## src/rtl/instr_fetch.sv

```systemverilog
// instr_fetch: fetch PC, req/ack program-memory reader and prefetch FIFO feeding the CU.
// Optional: define FETCH_STALL_CNT_EN to add o_stall_cnt (cycles with CU ready but nothing valid).
module instr_fetch #(
    parameter int              ADDR_W   = 8,
    parameter int              DEPTH    = 4,
    parameter logic [ADDR_W-1:0] RESET_PC = '0
) (
    input  logic              i_clk,
    input  logic              i_rst,
    output logic              o_mem_rd,
    output logic [ADDR_W-1:0] o_mem_addr,
    input  logic              i_mem_ack,
    input  logic [7:0]        i_mem_data,
    output logic              o_instr_valid,
    input  logic              i_instr_ready,
    output logic [7:0]        o_instr,
    output logic [3:0]        o_opcode,
    output logic [ADDR_W-1:0] o_instr_pc,
    input  logic              i_jump,
    input  logic [ADDR_W-1:0] i_jump_addr,
    input  logic              i_halt
`ifdef FETCH_STALL_CNT_EN
    ,
    output logic [15:0]       o_stall_cnt
`endif
);

    // state   | meaning
    // IDLE    | no request outstanding, waiting for a free slot and halt=0
    // FETCH   | request outstanding on o_mem_addr, waiting for i_mem_ack
    // HALTED  | halt seen at end of a fetch; FIFO drains, no new requests
    typedef enum logic [1:0] {S_IDLE, S_FETCH, S_HALTED} state_t;

    localparam int              PTR_W = $clog2(DEPTH);
    localparam logic [PTR_W:0]  FULL  = (PTR_W+1)'(DEPTH);

    state_t            r_state, w_state_nxt;
    logic [ADDR_W-1:0] r_fetch_pc, w_pc_nxt;
    logic [ADDR_W-1:0] r_mem_addr;
    logic              r_discard;
    logic [7:0]        r_fifo_data [DEPTH];
    logic [ADDR_W-1:0] r_fifo_pc   [DEPTH];
    logic [PTR_W-1:0]  r_wr_ptr, r_rd_ptr;
    logic [PTR_W:0]    r_count, w_count_nxt;
    logic              w_valid, w_ack_fetch, w_push, w_pop, w_issue;

    assign w_valid     = (r_count != '0);
    assign w_ack_fetch = (r_state == S_FETCH) && i_mem_ack;
    assign w_push      = w_ack_fetch && !r_discard && !i_jump;
    assign w_pop       = w_valid && i_instr_ready && !i_jump;

    always_comb begin
        w_count_nxt = r_count;
        if (i_jump) begin
            w_count_nxt = '0;
        end else begin
            case ({w_push, w_pop})
                2'b10:   w_count_nxt = r_count + (PTR_W+1)'(1);
                2'b01:   w_count_nxt = r_count - (PTR_W+1)'(1);
                default: w_count_nxt = r_count;
            endcase
        end
    end

    always_comb begin
        w_pc_nxt = r_fetch_pc;
        if (i_jump)
            w_pc_nxt = i_jump_addr;
        else if (w_push)
            w_pc_nxt = r_fetch_pc + ADDR_W'(1);
    end

    always_comb begin
        w_state_nxt = r_state;
        case (r_state)
            S_IDLE: begin
                if (!i_halt && (r_count < FULL))
                    w_state_nxt = S_FETCH;
            end
            S_FETCH: begin
                if (i_mem_ack) begin
                    if (!i_halt && (w_count_nxt < FULL))
                        w_state_nxt = S_FETCH;
                    else if (i_halt)
                        w_state_nxt = S_HALTED;
                    else
                        w_state_nxt = S_IDLE;
                end
            end
            S_HALTED: begin
                if (!i_halt)
                    w_state_nxt = S_IDLE;
            end
            default: w_state_nxt = S_IDLE;
        endcase
    end

    // A new request latches its address so o_mem_addr holds even if a jump moves the PC.
    assign w_issue = (w_state_nxt == S_FETCH) && ((r_state != S_FETCH) || i_mem_ack);

    always_ff @(posedge i_clk or posedge i_rst) begin
        if (i_rst) begin
            r_state    <= S_IDLE;
            r_fetch_pc <= RESET_PC;
            r_mem_addr <= RESET_PC;
            r_discard  <= 1'b0;
            r_count    <= '0;
            r_wr_ptr   <= '0;
            r_rd_ptr   <= '0;
        end else begin
            r_state    <= w_state_nxt;
            r_fetch_pc <= w_pc_nxt;
            r_count    <= w_count_nxt;
            if (w_issue)
                r_mem_addr <= w_pc_nxt;
            if (i_jump && (r_state == S_FETCH) && !i_mem_ack)
                r_discard <= 1'b1;
            else if (w_ack_fetch)
                r_discard <= 1'b0;
            if (i_jump) begin
                r_wr_ptr <= '0;
                r_rd_ptr <= '0;
            end else begin
                if (w_push)
                    r_wr_ptr <= r_wr_ptr + PTR_W'(1);
                if (w_pop)
                    r_rd_ptr <= r_rd_ptr + PTR_W'(1);
            end
        end
    end

    always_ff @(posedge i_clk) begin
        if (w_push) begin
            r_fifo_data[r_wr_ptr] <= i_mem_data;
            r_fifo_pc[r_wr_ptr]   <= r_fetch_pc;
        end
    end

    assign o_mem_rd      = (r_state == S_FETCH);
    assign o_mem_addr    = r_mem_addr;
    assign o_instr_valid = w_valid;
    assign o_instr       = w_valid ? r_fifo_data[r_rd_ptr] : 8'h00;
    assign o_instr_pc    = w_valid ? r_fifo_pc[r_rd_ptr] : '0;
    assign o_opcode      = o_instr[7:4];

`ifdef FETCH_STALL_CNT_EN
    logic [15:0] r_stall_cnt;

    always_ff @(posedge i_clk or posedge i_rst) begin
        if (i_rst)
            r_stall_cnt <= 16'h0000;
        else if (i_instr_ready && !w_valid && (r_stall_cnt != 16'hFFFF))
            r_stall_cnt <= r_stall_cnt + 16'h0001;
    end

    assign o_stall_cnt = r_stall_cnt;
`endif

endmodule

```

## config.mk

```make
export PLATFORM = sky130hd
export DESIGN_NAME = instr_fetch
export DESIGN_NICKNAME = d
export VERILOG_FILES = /design/src/rtl/instr_fetch.sv
export SDC_FILE = /design/constraint.sdc
export NUM_CORES = 1
export LEC_CHECK = 0
export ABC_AREA = 1
export BUFFER_PORTS_ARGS = -buffer_cell sky130_fd_sc_hd__buf_4
export CORE_ASPECT_RATIO = 1.25
export CORE_MARGIN = 4
export CORE_UTILIZATION = 40
export DETAILED_ROUTE_END_ITERATION = 16
export GPL_ROUTABILITY_DRIVEN = 0
export SLEW_MARGIN = 20
export SYNTH_ARGS = -nofsm -noshare
export SYNTH_HDL_FRONTEND = slang
export SYNTH_SLANG_ARGS = --single-unit
```

## constraint.sdc

```tcl
create_clock -name i_clk -period 2.8 [get_ports i_clk]
set_input_delay 0.14 -clock i_clk [delete_from_list [all_inputs] [get_ports i_clk]]
set_output_delay 0.14 -clock i_clk [all_outputs]
set_load 0.01 [all_outputs]
```

-- Word-level counts from Yosys, hierarchy flattened
Memory sizes are Yosys's and may differ from the RTL's.
Cells that the tools add are included.
- div/mod/pow operators: 0
- shift-type cells: 0
- add/subtract/negate cells: 5
- multiplexer cells: 20
- reductions and logical operators: 20
- $lt $le $gt $ge: 2
- multiply operators: 0
- equality and inequality tests: 6
- bitwise logic cells: 0
- operators with widths (cell ; number):
    2-to-1 mux 8 bit ; 4
    2-to-1 mux 2 bit ; 9
    logical AND 1 bit ; 10
    adder 8 x 1 -> 8 bit (second input constant) ; 1
    == test 2 x 1 -> 1 bit (second input constant) ; 3
    less-than comparator 3 bit (second input constant) ; 2
    case mux 2 bit (3 select lines) ; 1
    case mux 3 bit (2 select lines) ; 1
    nonzero test 2 bit ; 3
    adder 2 x 1 -> 2 bit (second input constant) ; 2
    == test 2 bit (second input constant) ; 2
    zero test 1 bit ; 4
    2-to-1 mux 1 bit ; 4
    adder 3 x 1 -> 3 bit (second input constant) ; 1
    2-to-1 mux 3 bit ; 1
    nonzero test 3 bit ; 1
    subtractor 3 x 1 -> 3 bit (second input constant) ; 1
    zero test 2 bit ; 1
    != test 2 x 1 -> 1 bit (second input constant) ; 1
    logical OR 1 bit ; 1
- bits in read-only memories: 0
- latch bits: 0
- memories: 2
- input bits: 22
- bits in registers: 26
- output and inout bits: 30
- word-level logic and storage cells: 62
- RAM bits: 64
- memory list (name ; depth ; width ; read ports ; clocked after Yosys merged registers in ; wr ports ; line ; text):
    r_fifo_data ; 4 ; 8 ; 1 ; 0 ; 1 ; 41 ; logic [7:0] r_fifo_data [DEPTH];
    r_fifo_pc ; 4 ; 8 ; 1 ; 0 ; 1 ; 42 ; logic [ADDR_W-1:0] r_fifo_pc [DEPTH];

-- Depth between registers and ports, before layout
- depth after elaboration: 14
- gate-level depth with buffers: 19
- depth with buffers taken out: 18

-- Worst setup path after synthesis
OpenSTA, ideal clock, no wires.
- path kind: register to register
- start: reg r_count[1]
- end: reg r_mem_addr[0] (netlist: o_mem_addr[0])
- period minus slack after synthesis: 2.411 ns
- required time: 2.683 ns
- data arrival time: 2.295 ns
- path buffers: 0
- setup time: 0.117 ns
- stages on the path, launching flop included: 18
- slack: 0.389 ns
- cells stage by stage: dfrtp_1 > nor3_2 > inv_1 > nand2_1 > nor2_1 > ha_1 > xor2_1 > ha_1 > inv_1 > nand3_1 > nand3_1 > nand2_1 > nand3_1 > nand2_2 > nand2_8 > nand2_4 > nand2_1 > nand2_1
- cells in the longest elaborated chain, start to end: 13
- elaborated cells on any way between the ends: 19
- classes of those cells: add/sub: 2; order compare: 2; eq/ne: 3; mux: 6; reduce/logical: 6
- RTL lines (element ; line ; text):
    from (decl) ; 44 ; logic [PTR_W:0] r_count, w_count_nxt;
    from (signal assigned) ; 113 ; r_count <= w_count_nxt;
    nonzero test 3 bit (*) ; 47 ; assign w_valid = (r_count != '0);
    named net o_instr_valid ; 14 ; output logic o_instr_valid,
    logical AND 1 bit (*) (2 in a row) ; 50 ; assign w_pop = w_valid && i_instr_ready && !i_jump;
    == test 2 x 1 -> 1 bit / == test 2 bit (equally long branches) ; 57 ; case ({w_push, w_pop})
    case mux 3 bit (2 select lines) (*) ; 57 ;
    2-to-1 mux 3 bit (*) ; 54 ; if (i_jump) begin
    less-than comparator 3 bit (*) ; 82 ; if (!i_halt && (w_count_nxt < FULL))
    logical AND 1 bit (*) ; 82 ;
    2-to-1 mux 2 bit (*) ; 82 ;
    2-to-1 mux 2 bit (*) ; 81 ; if (i_mem_ack) begin
    case mux 2 bit (3 select lines) (*) ; 75 ; case (r_state)
    named net w_state_nxt[0] ; 37 ; state_t r_state, w_state_nxt;
    == test 2 x 1 -> 1 bit (*) ; 99 ; assign w_issue = (w_state_nxt == S_FETCH) && ((r_state != S_FETCH) || i_mem_ack);
    logical AND 1 bit (*) ; 99 ;
    to (signal assigned) ; 115 ; r_mem_addr <= w_pc_nxt;
    to (decl) ; 39 ; logic [ADDR_W-1:0] r_mem_addr;
Mark *: on every way through the listed nets, which the timed path passes. The rest lies on a longest branch.
A chain may end at the register's enable or synchronous reset.

-- Final worst setup path
- start: reg r_count[1]
- end: reg r_mem_addr[3] (netlist: o_mem_addr[3])
- cells in the longest elaborated chain, start to end: 13
- elaborated cells on any way between the ends: 19
- classes of those cells: add/sub: 2; order compare: 2; eq/ne: 3; mux: 6; reduce/logical: 6
- RTL lines (element ; line):
    nonzero test 3 bit ; 47
    logical AND 1 bit (2 in a row) ; 50
    == test 2 x 1 -> 1 bit / == test 2 bit (equally long branches) ; 57
    case mux 3 bit (2 select lines) ; 57
    2-to-1 mux 3 bit ; 54
    less-than comparator 3 bit ; 82
    logical AND 1 bit ; 82
    2-to-1 mux 2 bit ; 82
    2-to-1 mux 2 bit ; 81
    case mux 2 bit (3 select lines) (*) ; 75
    named net w_state_nxt[0] ; 37
    == test 2 x 1 -> 1 bit (*) ; 99
    logical AND 1 bit (*) ; 99
Marks and branches as above.

==> reports/summary.log <==
INFO  routing        wirelength=8231um
INFO  timing         fin_hold_ws=0.005577ns
INFO  placement      placed_cells=561
INFO  routing        drc=0
INFO  setup_path     r2r.worst_path.cells=17
INFO  yosys          synthesis.instances=392
INFO  setup_path     endpoint_kind=flop
INFO  timing         clock_skew=0.008565ns
INFO  power_and_ir_drop pwr_density_cell=791.2mW/mm2
INFO  timing         drv_slew=0
INFO  setup_path     depth_of_the_critical_timing_path_with_buffers_and_inverters_included=17
INFO  yosys          ys_top_cells_by_count=sky130_fd_sc_hd__nor2_1, sky130_fd_sc_hd__nand2_1, sky130_fd_sc_hd__edfxtp_1
INFO  clock_tree     insertion_delay=0.33ns
INFO  timing         timing_hold_violations_final=0
INFO  floorplan      die_area=0.01170mm2
INFO  floorplan      rows=40
INFO  yosys          synth_top_cell_area_share=0.4794
INFO  setup_path     worstPathMaxFanout=10
INFO  power_and_ir_drop peakVddDrop=401.1uV
INFO  clock_tree     tritoncts_num_sinks=90
INFO  routing        met3_wirelength=311um
INFO  finish         layoutNonFillerInstCount=578
INFO  min_path       worstHoldPathType=input port to flop
INFO  grt            globalRouteOverflowTotal=0
INFO  clock_tree     cts.repair.resized=0
INFO  routing        drt_iter0_markers=122
INFO  grt            vias_in_the_first_global_route=2882
INFO  setup_path     setup.worst_path.class=flop to flop
INFO  timing         setup_total_neg_slack=0ns
INFO  floorplan      fp.dieW=97.54um
INFO  routing        routed_via_density=4.784
INFO  setup_path     timing.critical_path.slowest_stage_cell=sky130_fd_sc_hd__dfrtp_1
INFO  floorplan      top_level_ports=52
INFO  routing        top_signal_layer_used=met4
INFO  floorplan      chip_height=119.9um
INFO  setup_path     timing.critical_path.from_type=flop
INFO  timing         final.period_utilization=0.8345
INFO  power_and_ir_drop power.leakage=2.030nW
INFO  setup_path     timing.critical_path.slowest_cell_delay=0.43ns
INFO  yosys          synth.largest_area_cell=sky130_fd_sc_hd__edfxtp_1
INFO  timing         max-slew-margin-rel=0.3637
INFO  finish         area.sequential=0.002572mm2
INFO  power_and_ir_drop p_int=0.002600W
INFO  routing        route.antenna.remaining_nets=0
INFO  routing        num_vias=2765
INFO  power_and_ir_drop power.share.switching=0.3180
INFO  yosys          synth_seq_area_share=0.6417
INFO  routing        wl_per_cell=14.24um
INFO  yosys          yosysWarnings=0
INFO  timing         grt_setup_unrepaired=false
INFO  setup_path     cp.arrival=2.56ns
INFO  routing        drt_pre_antenna_iters=4
INFO  grt            number_of_antenna_violations_at_the_first_check_in_global_routing=0
INFO  placement      io_buffers=51
INFO  setup_path     timing.critical_path.mode_cell=sky130_fd_sc_hd__nand2_1
INFO  yosys          yosys-top-cells-area=sky130_fd_sc_hd__edfxtp_1, sky130_fd_sc_hd__dfrtp_1, sky130_fd_sc_hd__nor2_1, sky130_fd_sc_hd__nand2_1, sky130_fd_sc_hd__o21ai_0
INFO  timing         setup_viol=0
INFO  timing         tmin_final=2.337ns
INFO  setup_path     critical_path_required=3.02ns
INFO  routing        wl_met2=4126um
INFO  finish         layout.filler_cells=899
INFO  setup_path     path_cells=nor3_2, inv_1, nand2_1, nor2_1, ha_1, xor2_1, ha_1, inv_1, nand3_1, nand3_1, nand2_1, nand3_1, nand2_2, nand2_8, nand2_4, nand2_1, nand2_1
INFO  yosys          synth.avg_cell_area=10.23um2
INFO  finish         num-nets-final=478
INFO  power_and_ir_drop power_share_of_the_combinational_group=0.262
INFO  setup_path     path_buf_inv=2
INFO  clock_tree     cts-root-to-sink-buffers=2
INFO  yosys          mappedNetlistNets=423
INFO  yosys          synth.most_common_cell=sky130_fd_sc_hd__nor2_1
INFO  run_status     run_status=finished clean
INFO  finish         layout.core_utilization=0.4963
INFO  power_and_ir_drop switching_power=0.001212W
INFO  placement      place.detailed.hpwl=5398um
INFO  yosys          ys_ff_latch=90
INFO  run            maxCapViolations=0
INFO  setup_path     timing.critical_path.max_delay_family=simple AND/OR/NAND/NOR gates
INFO  clock_tree     post_cts.repair.setup_buffers=0
INFO  clock_tree     cts_htree_levels=3
INFO  clock_tree     clkTransAtPathRegs=0.07ns
INFO  floorplan      initial_util=0.4129
INFO  grt            grt_use_total=0.1466
INFO  grt            grt_pass1_wl=13770um
INFO  clock_tree     cts_root_buffer=sky130_fd_sc_hd__clkbuf_16
INFO  yosys          edff_count_synth=64
INFO  yosys          syn-cell-area=0.004009mm2
INFO  finish         layout-drive-gt1-share=0.1991
INFO  clock_tree     tritoncts=yes
INFO  power_and_ir_drop power_share_of_the_clock_group=0.293
INFO  finish         area_delta_synth_final=20.19%
INFO  min_path       whs_path_depth=1
INFO  yosys          synth_ff_type=sky130_fd_sc_hd__edfxtp_1
INFO  finish         diodes=0
INFO  timing         worst_slew_pin_slew=0.9485ns
INFO  finish         combined_area_of_the_multi_input_logic_cells=0.001231mm2
INFO  yosys          synth-async-reset-ratio=0.2889
INFO  clock_tree     cts_buffers=9
INFO  timing         timing.fmax=428.0MHz
INFO  floorplan      core_area=0.009709mm2
INFO  placement      placedInstanceArea=0.004532mm2
INFO  power_and_ir_drop power.share.sequential=0.446
INFO  routing        drt-met1-wl=3693um
INFO  grt            grt_start_max_net_pins=34
INFO  finish         postLayoutCellArea=0.004818mm2
INFO  yosys          synth_cell_types=31
[metrics by stage]
stage | power (W) | setup slack (ns)
6_report | 0.003812 | 0.4633
2_1_floorplan | 0.002327 | 0.3885
3_5_place_dp | 0.002737 | 0.4630
5_1_grt | 0.004048 | 0.1769
4_1_cts | 0.003849 | 0.4520
3_3_place_gp | 0.002714 | 0.5249
[registers in the layout (all words and copies together), names as in the netlist]
signal / flops
r_rd_ptr: 2
r_discard: 1
r_state: 2
o_mem_addr: 8
r_wr_ptr: 2
r_fifo_pc: 32
r_count: 3
r_fifo_data: 32
r_fetch_pc: 8
[metal layers]
layer	vias to the layer above	GRT usage
li1	1415	-
met1	1278	0.1798
met2	63	0.2637
met3	9	0.02151
met4	0	0.04848
met5	-	0
[power groups by stage]
stage | Combinational [W] | Clock, W | Sequential, W
CTS | 0.00101 | 0.00114 | 0.00170
global route | 0.00114 | 0.00119 | 0.00172
finish | 0.000998 | 0.00112 | 0.00170
floorplan | 0.000607 | 0 | 0.00172
detailed placement | 0.00101 | 0 | 0.00172
global placement | 0.000996 | 0 | 0.00172
[area by class of cell]
type                       count  share of cell area
clock buffer                   9             0.04674
clock inverter                 7             0.01065
timing repair buffer          63             0.09868
multi-input combinational    255              0.2555
tap                          126             0.03272
inverter                      28             0.02181
sequential                    90              0.5339
[worst reg2reg max path: stages, from the launching register on]
cell and delay, ns:
sky130_fd_sc_hd__dfrtp_1 0.43, sky130_fd_sc_hd__nor3_2 0.19, sky130_fd_sc_hd__inv_1 0.09, sky130_fd_sc_hd__nand2_1 0.08
sky130_fd_sc_hd__nor2_1 0.07, sky130_fd_sc_hd__ha_1 0.22, sky130_fd_sc_hd__xor2_1 0.15, sky130_fd_sc_hd__ha_1 0.18
sky130_fd_sc_hd__inv_1 0.07, sky130_fd_sc_hd__nand3_1 0.10, sky130_fd_sc_hd__nand3_1 0.09, sky130_fd_sc_hd__nand2_1 0.05
sky130_fd_sc_hd__nand3_1 0.09, sky130_fd_sc_hd__nand2_2 0.10, sky130_fd_sc_hd__nand2_8 0.11, sky130_fd_sc_hd__nand2_4 0.09
sky130_fd_sc_hd__nand2_1 0.08, sky130_fd_sc_hd__nand2_1 0.05
[cells by family (layout without fill, tap and decap cells)]
| kind of cell | count (synthesis) | count (layout) | synth area share |
|---|---|---|---|
| buf+inv | 47 | 107 | 0.05119 |
| fa+ha+maj | 9 | 9 | 0.02809 |
| xor+xnor | 3 | 3 | 0.006556 |
| flops | 90 | 90 | 0.6417 |
| simple gates | 181 | 181 | 0.1910 |
| compound gates | 62 | 62 | 0.08146 |
[cells in the final DEF (no fill, tap or decap), types with 9 or more instances in the layout]
cell type | Yosys | routed
sky130_fd_sc_hd__nor2_1 | 78 | 78
sky130_fd_sc_hd__nand2_1 | 71 | 71
sky130_fd_sc_hd__edfxtp_1 | 64 | 64
sky130_fd_sc_hd__buf_4 | 5 | 62
sky130_fd_sc_hd__o21ai_0 | 36 | 36
sky130_fd_sc_hd__dfrtp_1 | 26 | 26
sky130_fd_sc_hd__inv_1 | 24 | 23
sky130_fd_sc_hd__a21oi_1 | 21 | 21
sky130_fd_sc_hd__nand3_1 | 20 | 20
sky130_fd_sc_hd__ha_1 | 9 | 9
sky130_fd_sc_hd__clkbuf_16 | 0 | 9
[path summary, 6_finish.rpt]
kind | endpoint | start | slack (ns)
worst max-delay path | o_mem_addr[3] | r_count[1] | 0.46
worst min-delay path | r_fifo_data[0][0] | i_mem_data[0] | 0.006
worst max register to register | o_mem_addr[3] | r_count[1] | 0.46
worst min register to register | o_mem_addr[0] | o_mem_addr[0] | 0.48
max in group asynchronous | o_mem_addr[2] | i_rst | 1.90
min in group asynchronous | r_rd_ptr[1] | i_rst | 0.46
[repair_timing]
item | 4_1_cts | 5_1_grt
hold buffers | 0 | 1
hold endpoints to repair | 0 | 26
endpoints found under the setup margin | 0 | 0
Note: power is estimated with default switching activity, not from simulation.
